`src/rtl/store_align_if.sv`:
```
// Store request channel (MEM stage side) and word-write channel (data memory side)
// of the store alignment unit, bundled for port connection.
interface store_align_if;
  logic        req_valid;
  logic        req_ready;
  logic [31:0] req_addr;
  logic [31:0] req_data;
  logic [1:0]  req_type;
  logic        mem_valid;
  logic        mem_ready;
  logic [29:0] mem_addr;
  logic [31:0] mem_wdata;
  logic [3:0]  mem_be;

  modport slave (
    input  req_valid, req_addr, req_data, req_type, mem_ready,
    output req_ready, mem_valid, mem_addr, mem_wdata, mem_be
  );

  modport master (
    output req_valid, req_addr, req_data, req_type, mem_ready,
    input  req_ready, mem_valid, mem_addr, mem_wdata, mem_be
  );
endinterface

```
`src/rtl/store_align_unit.sv`:
```
// Byte-lane alignment of SB/SH/SW stores into word-addressed writes with byte enables;
// word-crossing stores become two consecutive beats (or are dropped with err).
module store_align_unit #(
  parameter bit ALLOW_MISALIGNED = 1'b1
) (
  input  logic         clk,
  input  logic         rst,
  store_align_if.slave bus,
  output logic         busy,
  output logic         err
);

  typedef enum logic [1:0] {IDLE, BEAT0, BEAT1} state_t;

  state_t      state_p, state_n;
  logic        split_p;
  logic [29:0] b1_addr_p;
  logic [31:0] b1_wdata_p;
  logic [3:0]  b1_be_p;

  logic [1:0]  off;
  logic [3:0]  base_mask;
  logic [6:0]  mask7;
  logic [63:0] d64;
  logic        need_b1, is_store, accept, drop, load, mem_hs, last_hs;

  function automatic logic [3:0] size_mask(input logic [1:0] t);
    case (t)
      2'b01:   return 4'b0001;
      2'b10:   return 4'b0011;
      2'b11:   return 4'b1111;
      default: return 4'b0000;
    endcase
  endfunction

  // Unused bytes of rs2 are cleared before shifting so disabled lanes read as zero.
  function automatic logic [63:0] align_data(input logic [31:0] d, input logic [3:0] m,
                                             input logic [1:0] o);
    logic [31:0] dm;
    dm = d & {{8{m[3]}}, {8{m[2]}}, {8{m[1]}}, {8{m[0]}}};
    return {32'b0, dm} << {o, 3'b000};
  endfunction

  // Request decode
  assign off       = bus.req_addr[1:0];
  assign base_mask = size_mask(bus.req_type);
  assign mask7     = {3'b000, base_mask} << off;
  assign d64       = align_data(bus.req_data, base_mask, off);
  assign need_b1   = |mask7[6:4];
  assign is_store  = (bus.req_type != 2'b00);
  assign accept    = bus.req_valid && bus.req_ready;
  assign drop      = accept && is_store && need_b1 && !ALLOW_MISALIGNED;
  assign load      = accept && is_store && !drop;
  assign mem_hs    = bus.mem_valid && bus.mem_ready;
  assign last_hs   = mem_hs && ((state_p == BEAT1) || ((state_p == BEAT0) && !split_p));

  always_ff @(posedge clk) begin
    if (rst) begin
      state_p <= IDLE;
      split_p <= 1'b0;
    end else begin
      state_p <= state_n;
      if (load) split_p <= need_b1;
    end
  end

  always_comb begin
    state_n = state_p;
    case (state_p)
      IDLE:    if (load) state_n = BEAT0;
      BEAT0:   if (mem_hs) state_n = split_p ? BEAT1 : (load ? BEAT0 : IDLE);
      BEAT1:   if (mem_hs) state_n = load ? BEAT0 : IDLE;
      default: state_n = IDLE;
    endcase
  end

  always_comb begin
    bus.mem_valid = (state_p != IDLE);
    bus.req_ready = (state_p == IDLE) || last_hs;
    busy          = (state_p != IDLE);
  end

  // Beat registers: beat 0 loads at acceptance, beat 1 is parked until beat 0 handshakes
  always_ff @(posedge clk) begin
    if (rst) begin
      bus.mem_addr  <= '0;
      bus.mem_wdata <= '0;
      bus.mem_be    <= '0;
      err           <= 1'b0;
    end else begin
      err <= drop;
      if (load) begin
        bus.mem_addr  <= bus.req_addr[31:2];
        bus.mem_wdata <= d64[31:0];
        bus.mem_be    <= mask7[3:0];
      end else if ((state_p == BEAT0) && mem_hs && split_p) begin
        bus.mem_addr  <= b1_addr_p;
        bus.mem_wdata <= b1_wdata_p;
        bus.mem_be    <= b1_be_p;
      end
    end
  end

  always_ff @(posedge clk) begin
    if (load) begin
      b1_addr_p  <= bus.req_addr[31:2] + 30'd1;
      b1_wdata_p <= d64[63:32];
      b1_be_p    <= {1'b0, mask7[6:4]};
    end
  end

endmodule

```
`src/flat_wrapper.sv`:
```
// flat-port wrapper written by rule: the top's interface ports become plain ports
module store_align_unit_flat 
#(
  parameter bit ALLOW_MISALIGNED = 1'b1
)
  (clk, rst, busy, err, bus_req_valid, bus_req_addr, bus_req_data, bus_req_type, bus_mem_ready, bus_req_ready, bus_mem_valid, bus_mem_addr, bus_mem_wdata, bus_mem_be);
  store_align_if bus_i ();
  input  logic clk;
  input  logic rst;
  output logic busy;
  output logic err;
  input wire logic [$bits(bus_i.req_valid)-1:0] bus_req_valid;
  input wire logic [$bits(bus_i.req_addr)-1:0] bus_req_addr;
  input wire logic [$bits(bus_i.req_data)-1:0] bus_req_data;
  input wire logic [$bits(bus_i.req_type)-1:0] bus_req_type;
  input wire logic [$bits(bus_i.mem_ready)-1:0] bus_mem_ready;
  output wire logic [$bits(bus_i.req_ready)-1:0] bus_req_ready;
  output wire logic [$bits(bus_i.mem_valid)-1:0] bus_mem_valid;
  output wire logic [$bits(bus_i.mem_addr)-1:0] bus_mem_addr;
  output wire logic [$bits(bus_i.mem_wdata)-1:0] bus_mem_wdata;
  output wire logic [$bits(bus_i.mem_be)-1:0] bus_mem_be;
  assign bus_i.req_valid = bus_req_valid;
  assign bus_i.req_addr = bus_req_addr;
  assign bus_i.req_data = bus_req_data;
  assign bus_i.req_type = bus_req_type;
  assign bus_i.mem_ready = bus_mem_ready;
  assign bus_req_ready = bus_i.req_ready;
  assign bus_mem_valid = bus_i.mem_valid;
  assign bus_mem_addr = bus_i.mem_addr;
  assign bus_mem_wdata = bus_i.mem_wdata;
  assign bus_mem_be = bus_i.mem_be;
  store_align_unit #(.ALLOW_MISALIGNED(ALLOW_MISALIGNED)) u_core (.clk(clk), .rst(rst), .bus(bus_i), .busy(busy), .err(err));
endmodule
```
`config.mk`:
```
export PLATFORM = sky130hd
export DESIGN_NAME = store_align_unit_flat
export DESIGN_NICKNAME = d
export VERILOG_FILES = /design/src/rtl/store_align_if.sv /design/src/rtl/store_align_unit.sv /design/src/flat_wrapper.sv
export SDC_FILE = /design/constraint.sdc
export NUM_CORES = 1
export LEC_CHECK = 0
export ABC_AREA = 1
export CORE_MARGIN = 4
export CORE_UTILIZATION = 52
export DETAILED_ROUTE_END_ITERATION = 8
export GPL_TIMING_DRIVEN = 0
export PLACE_DENSITY = 0.86
export REMOVE_ABC_BUFFERS = 1
export SKIP_LAST_GASP = 1
export SLEW_MARGIN = 20
export SYNTH_ARGS = -nofsm -noshare
export SYNTH_HDL_FRONTEND = slang
export SYNTH_SLANG_ARGS = --single-unit
```
`constraint.sdc`:
```
create_clock -name clk -period 2.8 [get_ports clk]
set_input_delay 0.56 -clock clk [delete_from_list [all_inputs] [get_ports clk]]
set_output_delay 0.56 -clock clk [all_outputs]
set_load 0.01 [all_outputs]
```
# Word-level counts from Yosys, hierarchy flattened
# Index checks and enable logic that the tools add are counted.
# W data, S select, Z words.
[op_classes]
n_addsub = 1
n_eq_ne = 8
shift = 2
mux = 13
n_bitwise = 1
reduce_logical = 16
[op_table]
columns = ["op", "n"]
rows = [
  ["$mux W32", 2],
  ["$shl A32 B5 Y64", 1],
  ["$mux W30", 2],
  ["$and A32 B32 Y32", 1],
  ["$add A30 B1 Y30 const B", 1],
  ["$pmux W4 S3", 1],
  ["$mux W2", 4],
  ["$mux W4", 2],
  ["$logic_and A1 B1 Y1", 7],
  ["$shl A4 B2 Y7", 1],
  ["$eq A2 B2 Y1 const B", 3],
  ["$ne A2 B1 Y1 const B", 3],
  ["$pmux W2 S3", 1],
  ["$reduce_bool A2 Y1", 3],
  ["$eq A2 B1 Y1 const B", 2],
  ["$reduce_and A3 Y1", 1],
  ["$reduce_or A3 Y1", 1],
  ["$logic_not A2 Y1", 1],
  ["$logic_or A1 B1 Y1", 2],
  ["$logic_not A1 Y1", 1],
  ["$mux W1", 1],
]
[totals]
register_bits = 134
out_inout_bits = 70
word_cells = 49

# Logic depth before layout (Yosys ltp)
[depth]
depth_word = 11
ltp_mapped = 10

# Worst setup path after synthesis
# OpenSTA, ideal clock, no wires.
[synth_timing]
path_type = "input to register"
startpoint = "input port bus_req_type[1]"
endpoint = "register u_core.b1_addr_p[0], enable pin"
setup_time_ps = 392
arrival_time_ps = 1827
path_slack_ps = 581
path_stages = 5
n_path_buf = 1
path_cell_list = "nor2_1 -> nor2_1 -> nand3_2 -> inv_2 -> buf_2"
[synth_via]
elab_chain_len = 2
[synth_lines]
columns = ["element", "line", "source"]
rows = [
  ["start: declaration", "flat_wrapper.sv:15", "input wire logic [$bits(bus_i.req_type)-1:0] bus_req_type;"],
  ["$reduce_bool A2 Y1", "store_align_unit.sv:50", "assign is_store = (bus.req_type != 2'b00);"],
  ["$logic_and A1 B1 Y1", "-", ""],
  ["named net u_core.load", "store_align_unit.sv:25", "logic need_b1, is_store, accept, drop, load, mem_hs, last_hs;"],
  ["end signal: assignment", "store_align_unit.sv:106", "b1_addr_p <= bus.req_addr[31:2] + 30'd1;"],
  ["end: declaration", "store_align_unit.sv:17", "logic [29:0] b1_addr_p;"],
]
# The timed path passes the listed nets, and every way through them passes these cells.
# A chain may end at the register's enable or synchronous reset.

# Final worst setup path
[layout_timing]
startpoint = "input port bus_mem_ready"
endpoint = "output port bus_req_ready"
[layout_via]
elab_chain_len = 3
[layout_lines]
columns = ["element", "line", "source"]
rows = [
  ["start: declaration", "flat_wrapper.sv:16", "input wire logic [$bits(bus_i.mem_ready)-1:0] bus_mem_ready;"],
  ["$logic_and A1 B1 Y1", "store_align_unit.sv:54", "assign mem_hs = bus.mem_valid && bus.mem_ready;"],
  ["$logic_and A1 B1 Y1", "store_align_unit.sv:55", "assign last_hs = mem_hs && ((state_p == BEAT1) || ((state_p == BEAT0) && !split_p));"],
  ["$logic_or A1 B1 Y1", "store_align_unit.sv:79", "bus.req_ready = (state_p == IDLE) || last_hs;"],
  ["end: declaration", "flat_wrapper.sv:17", "output wire logic [$bits(bus_i.req_ready)-1:0] bus_req_ready;"],
]
# Every way passes these cells.

==> run metrics <==
HP Class=reg2reg; post-layout minimum cycle time=roughly 2.7 ns; CP cell instances=clkdlybuf4s50_1, inv_1, nand2_1, nand2_1, inv_1, clkdlybuf4s50_1; Worst Tran Pin Value=about 1.1 ns; GR Overflow Total=0; num ports=140; vias in the first global route=6318; r2r endpoint=u_core.bus.mem_addr[21]; Hold Fails Final Rpt=0; root buf cell=clkbuf_16; CTS tree=built; Final HPWL DP=around 12000 µm; pwr dens=around 620 nW/µm²; fin area=slightly below 9000 µm²; cell family with most CP delay=buffers and inverters; row cnt=41; critical path buffer and inverter count=4; mean routed wirelength per cell=16.2 µm; synthesized instance count=slightly above 900; vias post-DR=6650; Worst Min Path Start=u_core.b1_addr_p[24]; CP endpoint kind=output port; Synth area leaders=edfxtp_1 26%, dfxtp_1 21%, nand2_1 17%; H-tree levels=4; outcome=completed; hold-critical path endpoint=u_core.bus.mem_addr[24]; clk buf depth=2; sequential share of the synthesized area=46.2%; CP Data Required Time=between 2 and 2.5 ns; setup slack, reg-to-reg=between 0.2 and 0.3 ns; global placer's final weighted congestion=about 0.90; Reg-to-Reg Start=u_core.state_p[0]; Ant. Diodes=0; Worst Hold Depth=2; DR iter-0 viols=between 600 and 700; Final Util=70.0%; first-pass GRT wire length=31500 µm; dpl ws=-1.38 ns; Yosys cell types=28; clock skew=a little over 0.008 ns; synth warn=0; initial antenna violation count=0; Post-route DRC=0; post-route ant nets=0; Reg2Reg Depth=7; Num CTS Buffers=17; Critical Path Slowest Stage Cell=clkdlybuf4s50_1; CP Launch Type=primary input; Final setup viols=0; die area=14700 µm²; Setup TNS=0 ns; drt pass-1 iters=6; starting density of the core=about 53%; Critical Path Fanout Max=4; mean post-synth cell area=roughly 7.2 µm²; Max Fclk=368 MHz; Synth top area share=between 20 and 30%; Post-layout nets=~1100; port bufs=about 140; layout cell share with drive strength beyond 1=~4.8%; die outline width=121 µm; Core Area=approximately 13000 µm²; area grow syn2layout=31.9%; Die Height=roughly 120 µm; Worst-Skew Late Latency=~0.42 ns; Global Route Usage Sum=between 20% and 30%; Arr. time, crit path=2.16 ns; Post-DP Area=between 8000 and 9000 µm²; Worst slew margin=27.4%; Synth area leader=edfxtp_1; period utilization=between 90% and 100%; crit-path max cell delay=between 0.5 and 0.6 ns; RSZ-0062 raised after global routing=no; vias per cell=5.47; CTS sink cnt=between 100 and 150; cell area after synthesis=approximately 6700 µm²; critical path class=in2out; Final WS setup=slightly above 0.08 ns; #FFs+latches synth=approximately 130; largest net degree at the start of global routing=just over 70; max-cap viol count=0; Slew Limit Fails=0; Total Power=around 5.5 mW; WL final=19700 µm; P_leak=roughly 3.8 nW; Clock Pin Slew Worst Setup and Hold Paths=around 0.06 ns; Max VDD drop=351 µV
[logic make-up after synthesis]
family | share of synthesized area [%]
AND/OR/NAND/NOR | 32.8
AO/OA/AOI/OAI | 10.5
flip-flops | 46.2
buffers and inverters | 7.70
XOR/XNOR | 2.49
adder cells (fa/ha/maj) | 0.187
other | 0.0560
[layout by cell type, fill, tap and decap left out]
cell / synthesis / final
ha_1: 1 / 1
clkbuf_1: 29 / 2
clkbuf_16: 0 / 17
clkdlybuf4s18_2: 0 / 1
nand3_1: 88 / 87
buf_16: 0 / 2
xnor2_1: 5 / 5
xor2_1: 14 / 14
nor2_4: 1 / 3
o21ai_1: 1 / 1
nand3b_1: 29 / 29
conb_1: 1 / 1
bufinv_16: 0 / 5
nand3_2: 1 / 2
o21ai_0: 47 / 47
edfxtp_1: 57 / 57
clkbuf_8: 0 / 2
buf_2: 22 / 1
nand4_1: 2 / 2
dlymetal6s2s_1: 0 / 1
a21oi_1: 83 / 83
nand2_1: 295 / 295
buf_4: 4 / 1
clkinv_2: 0 / 3
clkdlybuf4s50_1: 0 / 134
dfxtp_1: 69 / 69
buf_12: 0 / 2
and3_1: 1 / 1
inv_1: 64 / 62
nor3b_1: 1 / 1
nor3_1: 15 / 15
inv_4: 0 / 1
nand3_4: 0 / 2
inv_2: 3 / 4
clkdlybuf4s15_2: 0 / 1
nor2_1: 80 / 79
clkinvlp_4: 0 / 3
a31oi_1: 8 / 8
[layer usage]
| layer | GRT usage (%) | vias up | part of all wire, % | routed length, µm |
|---|---|---|---|---|
| li1 | - | 3253 | - | - |
| met1 | 36.4 | 3051 | 42 | 8350 |
| met2 | 42.9 | 307 | 46 | 9170 |
| met3 | 5.78 | 39 | 8.7 | 1720 |
| met4 | 10.4 | 0 | 2.4 | 478 |
| met5 | 0 | - | 0 | 0 |
[metrics by stage]
| step | hold WS (ns) | std cells |
|---|---|---|
| after floorplan | 0.445 | 867 |
| after global placement | 0.450 | 1177 |
| after detailed placement | 0.461 | 1181 |
| after CTS | 0.473 | 1216 |
| after global routing | 0.495 | 1216 |
| final | 0.472 | 1216 |
[layout make-up]
class                   count  area, µm²
clock buffers              21        460
clock inverters            11        188
fillers                  1038       3790
inverters                  67        254
multi-input cells         676       3140
flip-flops and latches    126       3090
well taps                 172        215
repair buffers            143       1480
[worst max-delay path by stage]
| stage | startpoint | to | slack (ns) | depth (start not counted) |
|---|---|---|---|---|
| 2_1_floorplan | bus_req_type[1] | u_core.b1_addr_p[0] | -0.98 | 4 |
| 3_3_place_gp | bus_req_type[0] | u_core.bus.mem_wdata[18] | -3.84 | 8 |
| 3_5_place_dp | bus_req_type[0] | u_core.bus.mem_wdata[18] | -1.38 | 10 |
| 4_1_cts | bus_req_addr[0] | u_core.bus.mem_wdata[31] | 0.02 | 6 |
| 5_1_grt | bus_mem_ready | bus_req_ready | 0.02 | 6 |
| 6_report | bus_mem_ready | bus_req_ready | 0.08 | 6 |
[flip-flops by register name, indices dropped and copies added (netlist names)]
| name | count |
|---|---|
| u_core.b1_be_p | 3 |
| u_core.state_p | 2 |
| u_core.bus.mem_wdata | 32 |
| u_core.b1_wdata_p | 24 |
| u_core.split_p | 1 |
| u_core.bus.mem_addr | 30 |
| u_core.bus.mem_be | 4 |
| u_core.b1_addr_p | 30 |
[worst reg2reg max path, stage by stage (launching register included)]
cell     delay (ns)
dfxtp_1        0.35
inv_2          0.05
nor2_1         0.22
nand3_4        0.38
buf_12         0.34
inv_1          0.81
a21oi_1        0.20
nor2_1         0.14
[cell usage after synthesis]
| master | instances |
|---|---|
| inv_2 | 3 |
| nor3_1 | 15 |
| buf_1 | 1 |
| nand3b_1 | 29 |
| xnor2_1 | 5 |
| nand3_1 | 88 |
| buf_2 | 22 |
| o21ai_0 | 47 |
| dfxtp_1 | 69 |
| nor3b_1 | 1 |
| nor2_1 | 80 |
| edfxtp_1 | 57 |
| inv_1 | 64 |
| ha_1 | 1 |
| xor2_1 | 14 |
| nor2_4 | 1 |
| buf_6 | 1 |
| nand2_1 | 295 |
| buf_4 | 4 |
| a31oi_1 | 8 |
| nor2_2 | 1 |
| clkbuf_1 | 29 |
| o21ai_1 | 1 |
| conb_1 | 1 |
| a21oi_1 | 83 |
| nand4_1 | 2 |
| nand3_2 | 1 |
| and3_1 | 1 |
[report_power, final]
| group | total (mW) | internal [mW] | switching (mW) |
|---|---|---|---|
| logic | 0.915 | 0.406 | 0.509 |
| registers | 2.13 | 2.07 | 0.0563 |
| clock network | 2.42 | 1.62 | 0.803 |
| total | 5.47 | 4.10 | 1.37 |
[what timing repair did]
item | CTS | global route
pin swaps | 1 | 0
setup buffers | 1 | 0
gates cloned | 2 | 0
resized for setup | 8 | 3
hold buffers | 0 | 0
endpoints found under the setup margin | 125 | 32
Note: power is estimated with default switching activity, not from simulation.
